`config.mk`:
```
export PLATFORM = sky130hd
export DESIGN_NAME = bit_pool_multi
export DESIGN_NICKNAME = d
export VERILOG_FILES = /design/src/rtl/bit_pool_pkg.sv /design/src/rtl/bit_pool_vn_corrector.sv /design/src/rtl/bit_pool_multi.sv
export SDC_FILE = /design/constraint.sdc
export NUM_CORES = 1
export LEC_CHECK = 0
export ABC_AREA = 1
export CELL_PAD_IN_SITES_DETAIL_PLACEMENT = 1
export CELL_PAD_IN_SITES_GLOBAL_PLACEMENT = 1
export CORE_ASPECT_RATIO = 0.9
export CORE_UTILIZATION = 50
export CTS_BUF_LIST = sky130_fd_sc_hd__clkbuf_8
export DETAILED_ROUTE_END_ITERATION = 16
export PLACE_DENSITY_LB_ADDON = 0.25
export SKIP_CTS_REPAIR_TIMING = 1
export SYNTH_ARGS = -nofsm -noshare
export SYNTH_HDL_FRONTEND = slang
export SYNTH_SLANG_ARGS = --single-unit
export TNS_END_PERCENT = 20
```
`constraint.sdc`:
```
create_clock -name clock -period 4 [get_ports clock]
set_clock_uncertainty 0.2 [all_clocks]
set_input_delay 0.8 -clock clock [delete_from_list [all_inputs] [get_ports clock]]
set_output_delay 0.8 -clock clock [all_outputs]
set_load 0.05 [all_outputs]
```
`src/rtl/bit_pool_pkg.sv`:
```
// Shared types and sizing helpers for the multi-channel TRNG bit pool.
package bit_pool_pkg;

  typedef enum logic [1:0] {
    IDLE  = 2'd0,
    FILL  = 2'd1,
    DRAIN = 2'd2,
    DONE  = 2'd3
  } state_t;

  // Words held per channel pool.
  function automatic int unsigned calc_wpc(input int unsigned pool_width,
                                           input int unsigned word_width);
    return (word_width == 0) ? 1 : pool_width / word_width;
  endfunction

  // Counter width able to hold the value pool_width itself.
  function automatic int unsigned calc_cnt_w(input int unsigned pool_width);
    return $clog2(pool_width + 1);
  endfunction

  // Index width for n items, never narrower than one bit.
  function automatic int unsigned calc_idx_w(input int unsigned n);
    return (n <= 1) ? 1 : $clog2(n);
  endfunction

  function automatic int unsigned calc_chan_w(input int unsigned n_chan);
    return calc_idx_w(n_chan);
  endfunction

endpackage

```
`src/rtl/bit_pool_vn_corrector.sv`:
```
// Per-channel von Neumann pair corrector: 01 -> 0, 10 -> 1, 00/11 -> nothing.
module bit_pool_vn_corrector (
  input  logic clock,
  input  logic reset_n,
  input  logic clear,
  input  logic in_valid,
  input  logic in_bit,
  output logic out_valid,
  output logic out_bit
);

  logic have_first;
  logic first_bit;

  always_ff @(posedge clock) begin
    if (!reset_n || clear) begin
      have_first <= 1'b0;
      first_bit  <= 1'b0;
    end else if (in_valid) begin
      have_first <= !have_first;
      if (!have_first) first_bit <= in_bit;
    end
  end

  // Output fires on the second bit of an unequal pair, in the same cycle.
  assign out_valid = in_valid && have_first && (first_bit != in_bit);
  assign out_bit   = first_bit;

endmodule

```
`src/rtl/bit_pool_multi.sv`:
```
// Multi-channel TRNG bit pool: fill N_CHAN pools, then drain them as words.
// Optional von Neumann debiasing per channel with BIT_POOL_VN_EN defined.
module bit_pool_multi
  import bit_pool_pkg::*;
#(
  parameter int unsigned N_CHAN     = 4,
  parameter int unsigned POOL_WIDTH = 64,
  parameter int unsigned WORD_WIDTH = 32
) (
  input  logic                                clock,
  input  logic                                reset_n,
  input  logic                                enable,
  input  logic                                continuous,
  input  logic                                muestra_valid,
  input  logic [N_CHAN-1:0]                   muestra,
  output logic                                full,
  output logic                                busy,
  output logic [WORD_WIDTH-1:0]               out_data,
  output logic [calc_chan_w(N_CHAN)-1:0]      out_chan,
  output logic                                out_valid,
  input  logic                                out_ready,
  output logic                                out_last
);

  localparam int unsigned WPC    = calc_wpc(POOL_WIDTH, WORD_WIDTH);
  localparam int unsigned CNT_W  = calc_cnt_w(POOL_WIDTH);
  localparam int unsigned CHAN_W = calc_chan_w(N_CHAN);
  localparam int unsigned TOT    = N_CHAN * WPC;
  localparam int unsigned PTR_W  = calc_idx_w(TOT);

  if (WORD_WIDTH < 1 || N_CHAN < 1 || (POOL_WIDTH % WORD_WIDTH) != 0) begin : g_bad_cfg
    $error("bit_pool_multi: invalid N_CHAN/POOL_WIDTH/WORD_WIDTH combination");
  end

  state_t                  state;
  logic [POOL_WIDTH-1:0]   pool     [N_CHAN];
  logic [POOL_WIDTH-1:0]   pool_nxt [N_CHAN];
  logic [CNT_W-1:0]        cnt      [N_CHAN];
  logic [CNT_W-1:0]        cnt_nxt  [N_CHAN];
  logic [PTR_W-1:0]        rd_ptr;
  logic [PTR_W-1:0]        sel_ptr;
  logic                    sel_last;
  logic [WORD_WIDTH-1:0]   word_nxt;
  logic [WORD_WIDTH-1:0]   words    [TOT];
  logic [CHAN_W-1:0]       chan_of  [TOT];
  logic [N_CHAN-1:0]       accept;
  logic [N_CHAN-1:0]       take;
  logic [N_CHAN-1:0]       store_bit;
  logic                    all_full;

  // Samples enter a channel only while filling and until its pool is complete.
  always_comb begin
    accept = '0;
    for (int c = 0; c < N_CHAN; c++) begin
      accept[c] = muestra_valid && (state == FILL) && (cnt[c] != CNT_W'(POOL_WIDTH));
    end
  end

`ifdef BIT_POOL_VN_EN
  for (genvar c = 0; c < N_CHAN; c++) begin : g_vn
    bit_pool_vn_corrector u_vn (
      .clock     (clock),
      .reset_n   (reset_n),
      .clear     (!enable),
      .in_valid  (accept[c]),
      .in_bit    (muestra[c]),
      .out_valid (take[c]),
      .out_bit   (store_bit[c])
    );
  end
`else
  assign take      = accept;
  assign store_bit = muestra;
`endif

  // Bits shift in from the top so the first stored bit ends up at bit 0.
  always_comb begin
    all_full = 1'b1;
    for (int c = 0; c < N_CHAN; c++) begin
      pool_nxt[c] = pool[c];
      cnt_nxt[c]  = cnt[c];
      if (take[c]) begin
        pool_nxt[c] = (pool[c] >> 1) | (POOL_WIDTH'(store_bit[c]) << (POOL_WIDTH - 1));
        cnt_nxt[c]  = cnt[c] + CNT_W'(1);
      end
      if (cnt_nxt[c] != CNT_W'(POOL_WIDTH)) all_full = 1'b0;
    end
  end

  for (genvar k = 0; k < TOT; k++) begin : g_word
    assign words[k]   = pool_nxt[k / WPC][(k % WPC) * WORD_WIDTH +: WORD_WIDTH];
    assign chan_of[k] = CHAN_W'(k / WPC);
  end

  // Next word to present: first word when a drain starts, else the successor.
  always_comb begin
    sel_ptr  = (state == DRAIN) ? rd_ptr + PTR_W'(1) : '0;
    sel_last = (sel_ptr == PTR_W'(TOT - 1));
    word_nxt = words[sel_ptr];
  end

  always_ff @(posedge clock) begin
    for (int c = 0; c < N_CHAN; c++) pool[c] <= pool_nxt[c];
  end

  always_ff @(posedge clock) begin
    if (!reset_n || !enable) begin
      state     <= IDLE;
      rd_ptr    <= '0;
      full      <= 1'b0;
      busy      <= 1'b0;
      out_valid <= 1'b0;
      out_last  <= 1'b0;
      out_data  <= '0;
      out_chan  <= '0;
      for (int c = 0; c < N_CHAN; c++) cnt[c] <= '0;
    end else begin
      case (state)
        IDLE: begin
          state <= FILL;
          busy  <= 1'b1;
        end
        FILL: begin
          for (int c = 0; c < N_CHAN; c++) cnt[c] <= cnt_nxt[c];
          if (all_full) begin
            state     <= DRAIN;
            busy      <= 1'b0;
            full      <= 1'b1;
            out_valid <= 1'b1;
            out_data  <= word_nxt;
            out_chan  <= chan_of[sel_ptr];
            out_last  <= sel_last;
            rd_ptr    <= sel_ptr;
          end
        end
        DRAIN: begin
          if (out_ready) begin
            if (out_last) begin
              out_valid <= 1'b0;
              out_last  <= 1'b0;
              out_data  <= '0;
              out_chan  <= '0;
              rd_ptr    <= '0;
              if (continuous) begin
                state <= FILL;
                busy  <= 1'b1;
                full  <= 1'b0;
                for (int c = 0; c < N_CHAN; c++) cnt[c] <= '0;
              end else begin
                state <= DONE;
              end
            end else begin
              out_data <= word_nxt;
              out_chan <= chan_of[sel_ptr];
              out_last <= sel_last;
              rd_ptr   <= sel_ptr;
            end
          end
        end
        DONE: ;
        default: state <= IDLE;
      endcase
    end
  end

endmodule
```
==> flow_metrics.py <==
metrics = {
    "timing": {
        "rsz0062_at_grt": "false",
        "fmax_mhz": 289.8,
        "final.setup.tns_ns": 0,
        "min_period_ns": 3.451,
        "finalHoldViolations": 0,
        "setup-violations-final": 0,
        "slew_headroom_pct": 40.69,
        "drv_slew": 0,
        "finalCritPeriodShare_pct": 86.27,
        "worst_pin_slew_ns": 0.8883,
    },
    "power_and_ir_drop": {
        "powerDensity_nw_per_um2": 593.2,
        "power_leakage_nw": 7.194,
        "finalPower_w": 0.009621,
        "ir_worst_vdd_v": 0.0003657,
    },
    "place": {
        "portBuffers": 47,
        "dpl-instance-area_sq_um": 15130,
        "gp_congestion": 0.8142,
        "place_hpwl_mm": 28.96,
    },
    "flow_run": {
        "max_cap_viol_count": 0,
    },
    "setup_path": {
        "reg2reg_from": "state[0]",
        "end_kind": "flop",
        "start_kind": "flop",
        "path_max_fanout": 57,
        "critPathMaxStageDelay_ns": 0.40,
        "critPathKind": "flop to flop",
        "cp_data_arrival_time_ns": 3.70,
        "rr_endpoint": "out_data[17]",
        "cp_cell_sequence": "ha_1 > nand2_1 > inv_2 > nand4_1 > o21bai_1 > nand2_1 > nor2_1 > nand3_1 > nor2_1 > nand2_1 > nand2_2 > nand3_2 > buf_4 > nand2_1 > inv_1 > nor2_1 > nor2_1",
        "critical-path-slowest-cell": "dfxtp_1",
        "reg2reg_setup_slack_ns": 0.55,
        "required_ns": 4.25,
        "startpoint": "state[0]",
        "r2r_cells": 17,
    },
    "cts": {
        "clk_path_buf_depth": 3,
        "cts_root_buf": "clkbuf_8",
        "cts_tree": "built",
        "clk_latency_ns": 0.58,
        "numCtsBuffers": 53,
        "cts-htree-levels": 2,
        "cts.clk_slew.worst_paths_ns": 0.07,
        "cts_num_sinks": 325,
    },
    "logic_synthesis": {
        "yosysMostFrequentCell": "nand2_1",
        "synth_ff_type": "dfxtp_1",
        "synth_area_per_cell_sq_um": 6.956,
        "ys_seq_elements": 325,
        "synthCells": 2068,
        "ys_seq_area_share_pct": 46.20,
        "synth_edf_count": 14,
        "synth_area_sq_um": 14390,
        "post-synth-top-area-cell": "dfxtp_1",
        "synth_adder_area_share_pct": 1.044,
        "ys_types": 33,
        "synthSimpleGateAreaFrac_pct": 27.10,
        "yosys-top-cells-area": "dfxtp_1, nand2_1, o21ai_0",
        "synth_warnings": 0,
        "synth_compound_area_share_pct": 15.39,
        "synthXorXnorAreaFrac_pct": 0.5480,
        "syn_nets": 2090,
        "synthMuxAreaShare_pct": 0,
        "synth_top_area_share_pct": 43.28,
        "synth_top_family_by_area": "simple AND/OR/NAND/NOR gates",
        "synth_common_cells": "nand2_1, dfxtp_1, o21ai_0",
        "postSynth.asyncResetShare_pct": 0,
    },
    "global_routing": {
        "met3_usage_pct": 5.479,
        "grt_max_degree": 131,
        "grt_pass1_wl_mm": 72.99,
        "grt_pass1_vias": 14210,
        "antenna_found_initial": 1,
        "busiest_layer": "met2",
        "grtUsageMet1_pct": 41.51,
        "grt_use_total_pct": 30.86,
        "met2_usage_pct": 50.95,
        "grt_overflow": 0,
    },
    "hold_path": {
        "whs_path_depth": 2,
        "min_from": "pool[1][49]",
        "hp-class": "flop to flop",
        "hold_end": "pool[1][49]",
    },
    "floorplanning": {
        "start_util_pct": 51.22,
        "die-area_sq_um": 29450,
        "fp.dieH_microns": 162.9,
        "ios": 48,
        "row_count": 58,
        "fp.coreArea_sq_um": 28080,
        "die_x_microns": 180.8,
    },
    "detailed_routing": {
        "drt_iter0_drc": 962,
        "wirelength_mm": 45.29,
        "drc": 0,
        "wl_per_cell_microns": 18.31,
        "ant_nets": 0,
        "via_per_inst": 5.554,
        "dr.pass1.iters": 5,
        "vias": 13736,
    },
    "status": {
        "status": "finished clean",
    },
    "layout": {
        "fill_cells": 3633,
        "finalInstanceArea_sq_um": 16220,
        "layout.nets": 2096,
        "synthToLayoutAreaGrowth_pct": 12.74,
        "layout-drive-gt1-share_pct": 5.821,
        "antenna_cells": 0,
    },
}
-- critical path, delay by kind of cell, from the launching register on --
kind	cells	cell delay (ns)
fa+ha+maj	1	0.32
flops	1	0.40
simple gates	12	1.47
buf+inv	3	0.69
compound gates	1	0.21
-- worst max path at each step --
stage,endpoint,slack (ns),cells past startpoint
after floorplan,out_last,1.40,18
after global routing,out_data[17],0.17,19
after detailed placement,out_data[1],0.11,18
after global placement,out_data[28],0.27,18
final,out_data[17],0.55,17
after CTS,out_data[17],0.55,19
-- stage by stage --
step	util, %	instances	worst slack (ns)	hold WS, ns
after floorplan	-	2068	1.402	0.2221
after global placement	53.88	2379	0.2684	0.2332
after detailed placement	53.88	2379	0.1140	0.2491
after CTS	57.75	2473	0.5488	0.2667
after global routing	57.75	2473	0.1723	0.2902
final	57.75	2473	0.5491	0.2663
-- layer usage --
metal  part of all wire [%]  vias to the layer above  wire length [microns]
met5                  0.029                        -                     13
met4                    1.8                        2                    805
met3                    5.9                       84                   2680
met2                     46                      353                  20630
met1                     47                     6711                  21150
li1                       -                     6586                      -
-- flip-flops by register name (all words and copies together), names as in the netlist --
name,flops
out_chan,2
out_valid,1
busy,1
out_last,1
out_data,32
state,2
pool,256
full,1
cnt,28
rd_ptr,1
-- kinds of logic (layout without fill, tap and decap cells) --
group,Yosys count,in the layout
and+or+nand+nor,968,968
adders and majority gates,12,12
AOI/OAI and AO/OA,402,402
xor gates and xnor gates,9,9
buffers and inverters,352,397
DFF,325,325
-- report_power, final --
| group | total [W] | leakage [nW] | internal [W] | switching [W] |
|---|---|---|---|---|
| combinational | 0.00199 | 3.82 | 0.000673 | 0.00132 |
| clock | 0.00297 | 0.630 | 0.00162 | 0.00135 |
| sequential | 0.00466 | 2.74 | 0.00423 | 0.000425 |
| total | 0.00962 | 7.19 | 0.00653 | 0.00309 |
-- placed cells by master (no fill, tap or decap), drive strengths merged --
master and count:
ha 12, o21ai 237, clkinvlp 2, xor2 4
edfxtp 14, nor4 2, nand3 154, xnor2 5
buf 31, nand2 638, clkinv 3, bufinv 2
clkbuf 67, a21oi 86, a211oi 1, inv 245
dfxtp 311, o211ai 38, nor2 156, clkdlybuf4s50 47
nand3b 6, or2 1, o211a 1, o22ai 2
nand4 9, o21bai 11, and3 2, o21a 26
-- layout make-up --
cell class	count	area [sq um]	area share [%]
Multi-Input combinational cell	1391	6375	39.31
Clock buffer	67	922.1	5.686
Clock inverter	27	163.9	1.011
Timing Repair Buffer	78	815.8	5.030
Inverter	225	844.6	5.208
Sequential cell	325	6646	40.98
Tap cell	360	450.4	2.777
Note: power is estimated with default switching activity, not from simulation.
